**src/rtl/acc_config_rx.sv**
```systemverilog
// acc_config_rx: HPS configuration-channel receiver that loads the SAD lambda and writes LCU payload words into block RAM.
module acc_config_rx #(
    parameter int LCU_WORDS = 1024,
    parameter int ADDR_W    = 10
) (
    input  logic              clk,
    input  logic              reset_n,
    input  logic [31:0]       channel_data,
    input  logic              channel_lz,
    output logic              channel_vz,
    input  logic              sw_clear,
    input  logic              lambda_clr,
    input  logic              lcu_clr,
    output logic [31:0]       lambda,
    output logic              lambda_loaded,
    output logic              lcu_loaded,
    output logic              buf_we,
    output logic [ADDR_W-1:0] buf_addr,
    output logic [31:0]       buf_wdata,
    output logic              err
);
    typedef enum logic [2:0] {S_IDLE, S_WAIT, S_LAMBDA, S_LCU, S_DISCARD} state_t;
    localparam logic [3:0]  T_LAMBDA = 4'h1;
    localparam logic [3:0]  T_LCU    = 4'h2;
    localparam logic [16:0] MAX_N    = 17'(LCU_WORDS);
    state_t state_q, state_d;
    logic is_lcu_q, is_lcu_d;
    logic [15:0] len_q, len_d, cnt_q, cnt_d;
    logic [31:0] lambda_q, lambda_d;
    logic lambda_loaded_q, lambda_loaded_d, lcu_loaded_q, lcu_loaded_d;
    logic buf_we_q, buf_we_d, err_q, err_d, vz_q, vz_d;
    logic [ADDR_W-1:0] buf_addr_q, buf_addr_d;
    logic [31:0] buf_wdata_q, buf_wdata_d;
    logic acc, set_lambda, set_lcu;
    logic [3:0] hdr_type;
    logic [15:0] hdr_n;
    assign acc      = channel_lz & vz_q;
    assign hdr_type = channel_data[31:28];
    assign hdr_n    = channel_data[15:0];
    always_comb begin
        state_d     = state_q;
        is_lcu_d    = is_lcu_q;
        len_d       = len_q;
        cnt_d       = cnt_q;
        lambda_d    = lambda_q;
        buf_addr_d  = buf_addr_q;
        buf_wdata_d = buf_wdata_q;
        buf_we_d    = 1'b0;
        err_d       = 1'b0;
        set_lambda  = 1'b0;
        set_lcu     = 1'b0;
        case (state_q)
            S_IDLE: if (acc) begin
                if (hdr_type == T_LAMBDA) begin
                    is_lcu_d = 1'b0;
                    state_d  = lambda_loaded_q ? S_WAIT : S_LAMBDA;
                end else if (hdr_type == T_LCU && hdr_n != 16'd0) begin
                    len_d = hdr_n;
                    cnt_d = 16'd0;
                    if ({1'b0, hdr_n} > MAX_N) begin
                        err_d   = 1'b1;
                        state_d = S_DISCARD;
                    end else begin
                        is_lcu_d = 1'b1;
                        state_d  = lcu_loaded_q ? S_WAIT : S_LCU;
                    end
                end else begin
                    err_d = 1'b1;
                end
            end
            S_WAIT: if (is_lcu_q ? !lcu_loaded_q : !lambda_loaded_q) state_d = is_lcu_q ? S_LCU : S_LAMBDA;
            S_LAMBDA: if (acc) begin
                lambda_d   = channel_data;
                set_lambda = 1'b1;
                state_d    = S_IDLE;
            end
            S_LCU, S_DISCARD: if (acc) begin
                cnt_d = cnt_q + 16'd1;
                if (state_q == S_LCU) begin
                    buf_we_d    = 1'b1;
                    buf_addr_d  = cnt_q[ADDR_W-1:0];
                    buf_wdata_d = channel_data;
                end
                if (cnt_q == len_q - 16'd1) begin
                    set_lcu = state_q == S_LCU;
                    state_d = S_IDLE;
                end
            end
            default: state_d = S_IDLE;
        endcase
        // a set in the same cycle as a clear leaves the flag high
        lambda_loaded_d = set_lambda | (lambda_loaded_q & ~lambda_clr);
        lcu_loaded_d    = set_lcu | (lcu_loaded_q & ~lcu_clr);
        if (sw_clear) begin
            state_d         = S_IDLE;
            cnt_d           = 16'd0;
            lambda_d        = lambda_q;
            lambda_loaded_d = 1'b0;
            lcu_loaded_d    = 1'b0;
            buf_we_d        = 1'b0;
            err_d           = 1'b0;
        end
        vz_d = (state_d != S_WAIT) && !sw_clear;
    end
    always_ff @(posedge clk or negedge reset_n) begin
        if (!reset_n) begin
            state_q         <= S_IDLE;
            is_lcu_q        <= 1'b0;
            len_q           <= 16'd0;
            cnt_q           <= 16'd0;
            lambda_q        <= 32'd0;
            lambda_loaded_q <= 1'b0;
            lcu_loaded_q    <= 1'b0;
            buf_we_q        <= 1'b0;
            buf_addr_q      <= '0;
            buf_wdata_q     <= 32'd0;
            err_q           <= 1'b0;
            vz_q            <= 1'b0;
        end else begin
            state_q         <= state_d;
            is_lcu_q        <= is_lcu_d;
            len_q           <= len_d;
            cnt_q           <= cnt_d;
            lambda_q        <= lambda_d;
            lambda_loaded_q <= lambda_loaded_d;
            lcu_loaded_q    <= lcu_loaded_d;
            buf_we_q        <= buf_we_d;
            buf_addr_q      <= buf_addr_d;
            buf_wdata_q     <= buf_wdata_d;
            err_q           <= err_d;
            vz_q            <= vz_d;
        end
    end
    assign channel_vz    = vz_q;
    assign lambda        = lambda_q;
    assign lambda_loaded = lambda_loaded_q;
    assign lcu_loaded    = lcu_loaded_q;
    assign buf_we        = buf_we_q;
    assign buf_addr      = buf_addr_q;
    assign buf_wdata     = buf_wdata_q;
    assign err           = err_q;
endmodule

```
**config.mk**
```make
export PLATFORM = sky130hd
export DESIGN_NAME = acc_config_rx
export DESIGN_NICKNAME = d
export VERILOG_FILES = /design/src/rtl/acc_config_rx.sv
export SDC_FILE = /design/constraint.sdc
export NUM_CORES = 1
export LEC_CHECK = 0
export CORE_MARGIN = 2
export CORE_UTILIZATION = 46
export DETAILED_ROUTE_END_ITERATION = 10
export HOLD_SLACK_MARGIN = 0.12
export PLACE_DENSITY = 0.75
export SLEW_MARGIN = 15
export SYNTH_ARGS = -nofsm -noshare
export SYNTH_HDL_FRONTEND = slang
export SYNTH_SLANG_ARGS = --single-unit
```
**constraint.sdc**
```tcl
create_clock -name clk -period 2.5 [get_ports clk]
set_input_delay 0.5 -clock clk [delete_from_list [all_inputs] [get_ports clk]]
set_output_delay 0.5 -clock clk [all_outputs]
set_load 0.05 [all_outputs]
```
== Yosys cells after proc, flatten, opt, wreduce, memory -nomap -nowiden ==
Index checks and enable logic that the tools add are counted.
W data, S select, Z words.

* Flip-flop bits (word level): 115
* Bits of input ports: 38
* Output and inout port bits: 79
* Word-level logic and storage cells: 92

* Add/subtract/negate cells: 2
* $lt $le $gt $ge: 1
* Eq/ne operators: 13
* Multiplexer cells: 40
* Bitwise gates (word level): 9
* Reductions and logical operators: 15

{| class="wikitable"
|+ Operators with widths
! operator !! number
|-
| $mux W16 || 5
|-
| $pmux W16 S2 || 1
|-
| $mux W3 || 9
|-
| $mux W1 || 22
|-
| $add A16 B1 Y16 const B || 1
|-
| $eq A16 B16 Y1 || 1
|-
| $gt A16 B11 Y1 const B || 1
|-
| $reduce_bool A16 Y1 || 1
|-
| $sub A16 B1 Y16 const B || 1
|-
| $ne A3 B3 Y1 const B || 4
|-
| $pmux W3 S4 || 1
|-
| $reduce_and A4 Y1 || 2
|-
| $eq A3 B2 Y1 const B || 2
|-
| $reduce_and A3 Y1 || 2
|-
| $reduce_and A5 Y1 || 1
|-
| $eq A4 B1 Y1 const B || 1
|-
| $eq A4 B2 Y1 const B || 1
|-
| $mux W2 || 2
|-
| $not A1 Y1 || 4
|-
| $and A1 B1 Y1 || 3
|-
| $eq A3 B1 Y1 const B || 1
|-
| $eq A3 B3 Y1 const B || 1
|-
| $logic_not A1 Y1 || 3
|-
| $logic_not A3 Y1 || 1
|-
| 7 further kinds || 9
|}

== Longest topological paths before layout ==
Gate-level depths: netlist of run 1.

* Word-level depth: 9
* Depth in mapped cells: 9
* Depth with buffers taken out: 9

== Worst setup path before layout of run 1 ==
No wires, ideal clock.

* Path type: flip-flop to flip-flop
* Start point: reg len_q[0]
* End point: reg state_q[0]
* Setup time: 0.134 ns
* Data arrival time: 2.587 ns
* Data required time: 2.366 ns
* Setup slack: -0.221 ns
* Cell stages (with the launch flop): 10
* Buffers on the path: 0
* Clock period less this slack: 2.721 ns
* Cells stage by stage: dfrtp_1 > inv_1 > ha_1 > or4b_1 > nor3_2 > mux2_2 > o211a_1 > or4_4 > o21bai_2 > a31oi_1

* Longest elaborated chain between the ends: 6

{| class="wikitable"
|+ Ends and longest elaborated chain
! what !! line !! RTL
|-
| start: declaration || 28 || <nowiki>logic [15:0] len_q, len_d, cnt_q, cnt_d;</nowiki>
|-
| start signal: assignment || 122 || <nowiki>len_q <= len_d;</nowiki>
|-
| $sub A16 B1 Y16 || 84 || <nowiki>if (cnt_q == len_q - 16'd1) begin</nowiki>
|-
| $eq A16 B16 Y1 || 84 ||
|-
| $mux W3 || 84 ||
|-
| $mux W3 || 77 || <nowiki>S_LCU, S_DISCARD: if (acc) begin</nowiki>
|-
| $pmux W3 S4 || 52 || <nowiki>case (state_q)</nowiki>
|-
| $mux W3 || 94 || <nowiki>if (sw_clear) begin</nowiki>
|-
| net state_d[0] || 26 || <nowiki>state_t state_q, state_d;</nowiki>
|-
| end signal: assignment || 120 || <nowiki>state_q <= state_d;</nowiki>
|-
| end: declaration || 26 ||
|}

The timed path passes the listed nets, and every way through them passes these cells.
A chain may end at the register's enable or synchronous reset.

== Worst setup path after layout of run 1 ==
* Start point: reg len_q[1]
* End point: reg state_q[0]

The elaborated chain is that of the path after synthesis.

==> results of run 1 <==
==> sequential cells by signal (all words and copies together), names as in the netlist <==
register,count
buf_addr,10
buf_wdata,32
buf_we,1
channel_vz,1
cnt_q,16
err,1
is_lcu_q,1
lambda,32
lambda_loaded,1
lcu_loaded,1
len_q,16
state_q,3
==> report_power, final <==
group / switching [W] / internal (W) / leakage, nW
Sequential: 0.0000703 / 0.00197 / 1.58
Clock: 0.000864 / 0.00141 / 0.264
Combinational: 0.000611 / 0.000513 / 1.67
Total: 0.00155 / 0.00389 / 3.51
==> metal layers <==
| metal | share of wire | global-route usage | wire length [um] | vias up |
|---|---|---|---|---|
| met5 | 0 | 0 | 0 | - |
| met4 | 0.018 | 0.0872 | 234 | 0 |
| met3 | 0.074 | 0.0887 | 969 | 24 |
| met2 | 0.50 | 0.372 | 6610 | 139 |
| met1 | 0.41 | 0.271 | 5360 | 2015 |
| li1 | - | - | - | 1937 |
==> cell usage after synthesis, types with 2 or more instances <==
cell / number
nor2_1: 35
mux2_1: 3
nor4_1: 3
a31oi_1: 3
buf_2: 2
or4b_1: 2
or3_1: 2
o21ai_0: 4
clkbuf_1: 16
o32ai_1: 2
nor3_2: 3
or4_4: 2
nand2_1: 30
nand3b_1: 2
or4_1: 4
ha_1: 2
inv_1: 9
o211ai_1: 3
xor2_1: 15
nor3_1: 9
nand4_1: 8
and3_1: 4
nor4b_2: 2
a211oi_1: 3
nand3_1: 12
a21oi_1: 12
nor3b_1: 2
nand2b_1: 2
nor4b_1: 3
a32oi_1: 2
mux2_2: 85
and4_1: 2
dfrtp_1: 115
xnor2_1: 18
==> path summary, 6_finish.rpt <==
check	end	cells after the start	slack [ns]	start
setup / recovery	state_q[0]$_DFF_PN0_	9	-0.15	len_q[1]$_DFFE_PN0P_
hold / removal	lambda[5]$_DFFE_PN0P_	2	0.48	reset_n
setup reg to reg	state_q[0]$_DFF_PN0_	9	-0.15	len_q[1]$_DFFE_PN0P_
hold reg to reg	len_q[15]$_DFFE_PN0P_	2	0.49	len_q[15]$_DFFE_PN0P_
max in group asynchronous	buf_addr[1]$_DFFE_PN0P_	3	1.37	reset_n
min in group clk	len_q[15]$_DFFE_PN0P_	2	0.49	len_q[15]$_DFFE_PN0P_
==> repair_timing <==
action / 4_1_cts / 5_1_grt
gates cloned: 0 / 0
pin swaps: 1 / 0
resized for setup: 1 / 4
buffers inserted: 2 / 1
hold endpoints to repair: 11 / 0
endpoints found under the setup margin: 9 / 33
hold buffers: 1 / 0
==> critical path: cells and delay by family, from the launching register on <==
family	cells	cell delay, ns
buf+inv	1	0.07
fa+ha+maj	1	0.12
flops	1	0.39
compound gates	3	0.45
mux	1	0.32
simple gates	3	1.18
==> area by class of cell <==
cell class | instances | area share
inverter | 9 | 0.00440
multi-input combinational | 297 | 0.309
clock inverter | 12 | 0.0142
timing repair buffer | 175 | 0.214
sequential | 115 | 0.375
tap | 143 | 0.0233
clock buffer | 20 | 0.0595
==> stage by stage <==
stage	total power [W]	hold slack (ns)	setup TNS [ns]	utilization
finish	0.00544	0.479	-0.361	0.675
global route	0.00568	0.493	-0.836	0.675
CTS	0.00547	0.469	-0.299	0.673
detailed placement	0.00317	0.360	-13.28	0.621
global placement	0.00314	0.354	-11.95	0.621
floorplan	0.00270	0.204	-0.226	-
==> cells by family after synthesis <==
family	count (synthesis)	share of synthesized area
XOR/XNOR	33	0.0544
adder cells (fa/ha/maj)	2	0.00471
AND/OR/NAND/NOR	133	0.136
AO/OA/AOI/OAI	40	0.0520
buffers and inverters	29	0.0231
multiplexers	89	0.188
flip-flops	115	0.541
==> impl_metrics.env, run 1 <==
export IMPL_place_congestion=0.895
export IMPL_grt_pass1_vias=4474
export IMPL_worstSkewPairLatency_ns=0.42
export IMPL_yosys_top_cells_area="dfrtp_1 (54%), mux2_2 (18%), xnor2_1 (3.0%), nor2_1 (2.5%), xor2_1 (2.5%)"
export IMPL_clk_path_buf_depth=2
export IMPL_final_cells=771
export IMPL_critPathSlowestCell="or4_4"
export IMPL_cp_max_fo=2
export IMPL_synthFlopType="dfrtp_1"
export IMPL_setup_ws_ns=-0.152
export IMPL_yosysTopAreaCell="dfrtp_1"
export IMPL_io_buffers=116
export IMPL_irDropWorstVdd_v=0.000498
export IMPL_dp_cells=735
export IMPL_multiInputGateArea_sq_um=2380
export IMPL_n_fill_cell=876
export IMPL_fin_skew_ns=0.00608
export IMPL_viasPerCell=5.34
export IMPL_grt_max_degree=78
export IMPL_dieArea_sq_um=12400
export IMPL_min_period_ns=2.65
export IMPL_end_kind="flop"
export IMPL_synth_edf_count=0
export IMPL_violations="setup timing"
export IMPL_drt_pass1_iterations=4
export IMPL_layout_common_cells="dfrtp_1 (115), clkdlybuf4s50_1 (115), mux2_2 (84)"
export IMPL_grt_pass1_wl_um=22200
export IMPL_track_usage=0.227
export IMPL_critPathKind="flop to flop"
export IMPL_netlist_instances=441
export IMPL_layout_drive_gt1_share=0.311
export IMPL_tightestPinTransition_ns=0.551
export IMPL_p_leak_nw=3.51
export IMPL_synth_top_area_frac=0.541
export IMPL_fmaxAchievable_ghz=0.377
export IMPL_drv_cap=0
export IMPL_pwr_density_cell_nw_per_um2=708
export IMPL_avgSynthCellArea_sq_um=12.1
export IMPL_ant_nets=0
export IMPL_max_stage_delay_ns=0.53
export IMPL_cts_tree="yes"
export IMPL_vias=4115
export IMPL_hpwl_um=9530
export IMPL_seq_area_frac_synth=0.541
export IMPL_final_nets=655
export IMPL_initial_core_util=0.467
export IMPL_dpl_cell_area_sq_um=7060
export IMPL_slew_headroom=0.631
export IMPL_ys_seq_elements=115
export IMPL_cts_htree_levels=4
export IMPL_dp_slack_ns=-0.407
export IMPL_antenna_cells=0
export IMPL_cts_sinks=115
export IMPL_ys_warn_count=0
export IMPL_core_sq_um=11400
export IMPL_cp_cell_sequence="inv_2 > ha_4 > or4b_4 > nor3_4 > mux2_4 > o211a_1 > or4_4 > o21bai_4 > a31oi_1"
export IMPL_clk_pin_slew_ns=0.05
export IMPL_routed_wirelength_um=13200
export IMPL_netlist_area_sq_um=5320
export IMPL_rsz0062_at_grt="yes"
export IMPL_ioPinCount=117
export IMPL_fp_dieH_um=111
export IMPL_die_x_um=111
export IMPL_slew_viol_final=0
export IMPL_ys_types=54
export IMPL_hold_viol_final=0
export IMPL_grt_overflow=0
export IMPL_worstPathArrival_ns=2.94
export IMPL_rows=39
export IMPL_antenna_found_initial=0
export IMPL_wl_per_cell_um=17.1
export IMPL_seqCellArea_sq_um=2880
export IMPL_drtIter0Drc=126
export IMPL_root_buffer="clkbuf_16"
export IMPL_setup_violations=4
export IMPL_drc=0
export IMPL_status="finished with violations"
export IMPL_synth_nets=481
export IMPL_numCtsBuffers=17
export IMPL_async_reset_ff_frac=1.00
export IMPL_crit_required_ns=2.79
export IMPL_hold_path_class="input pin to async pin"
export IMPL_cp_start_kind="flop"
export IMPL_fin_area_sq_um=7680
export IMPL_fin_crit_sh=1.06
export IMPL_syn2layout_area_growth_pct=44.4
Note: power is estimated with default switching activity, not from simulation.
==> inputs of run 2 (changes only) <==
SLEW_MARGIN = not set   (was 15)
==> results of run 2 <==
No change in the layout: final DEF, timing and power equal those of run 1.
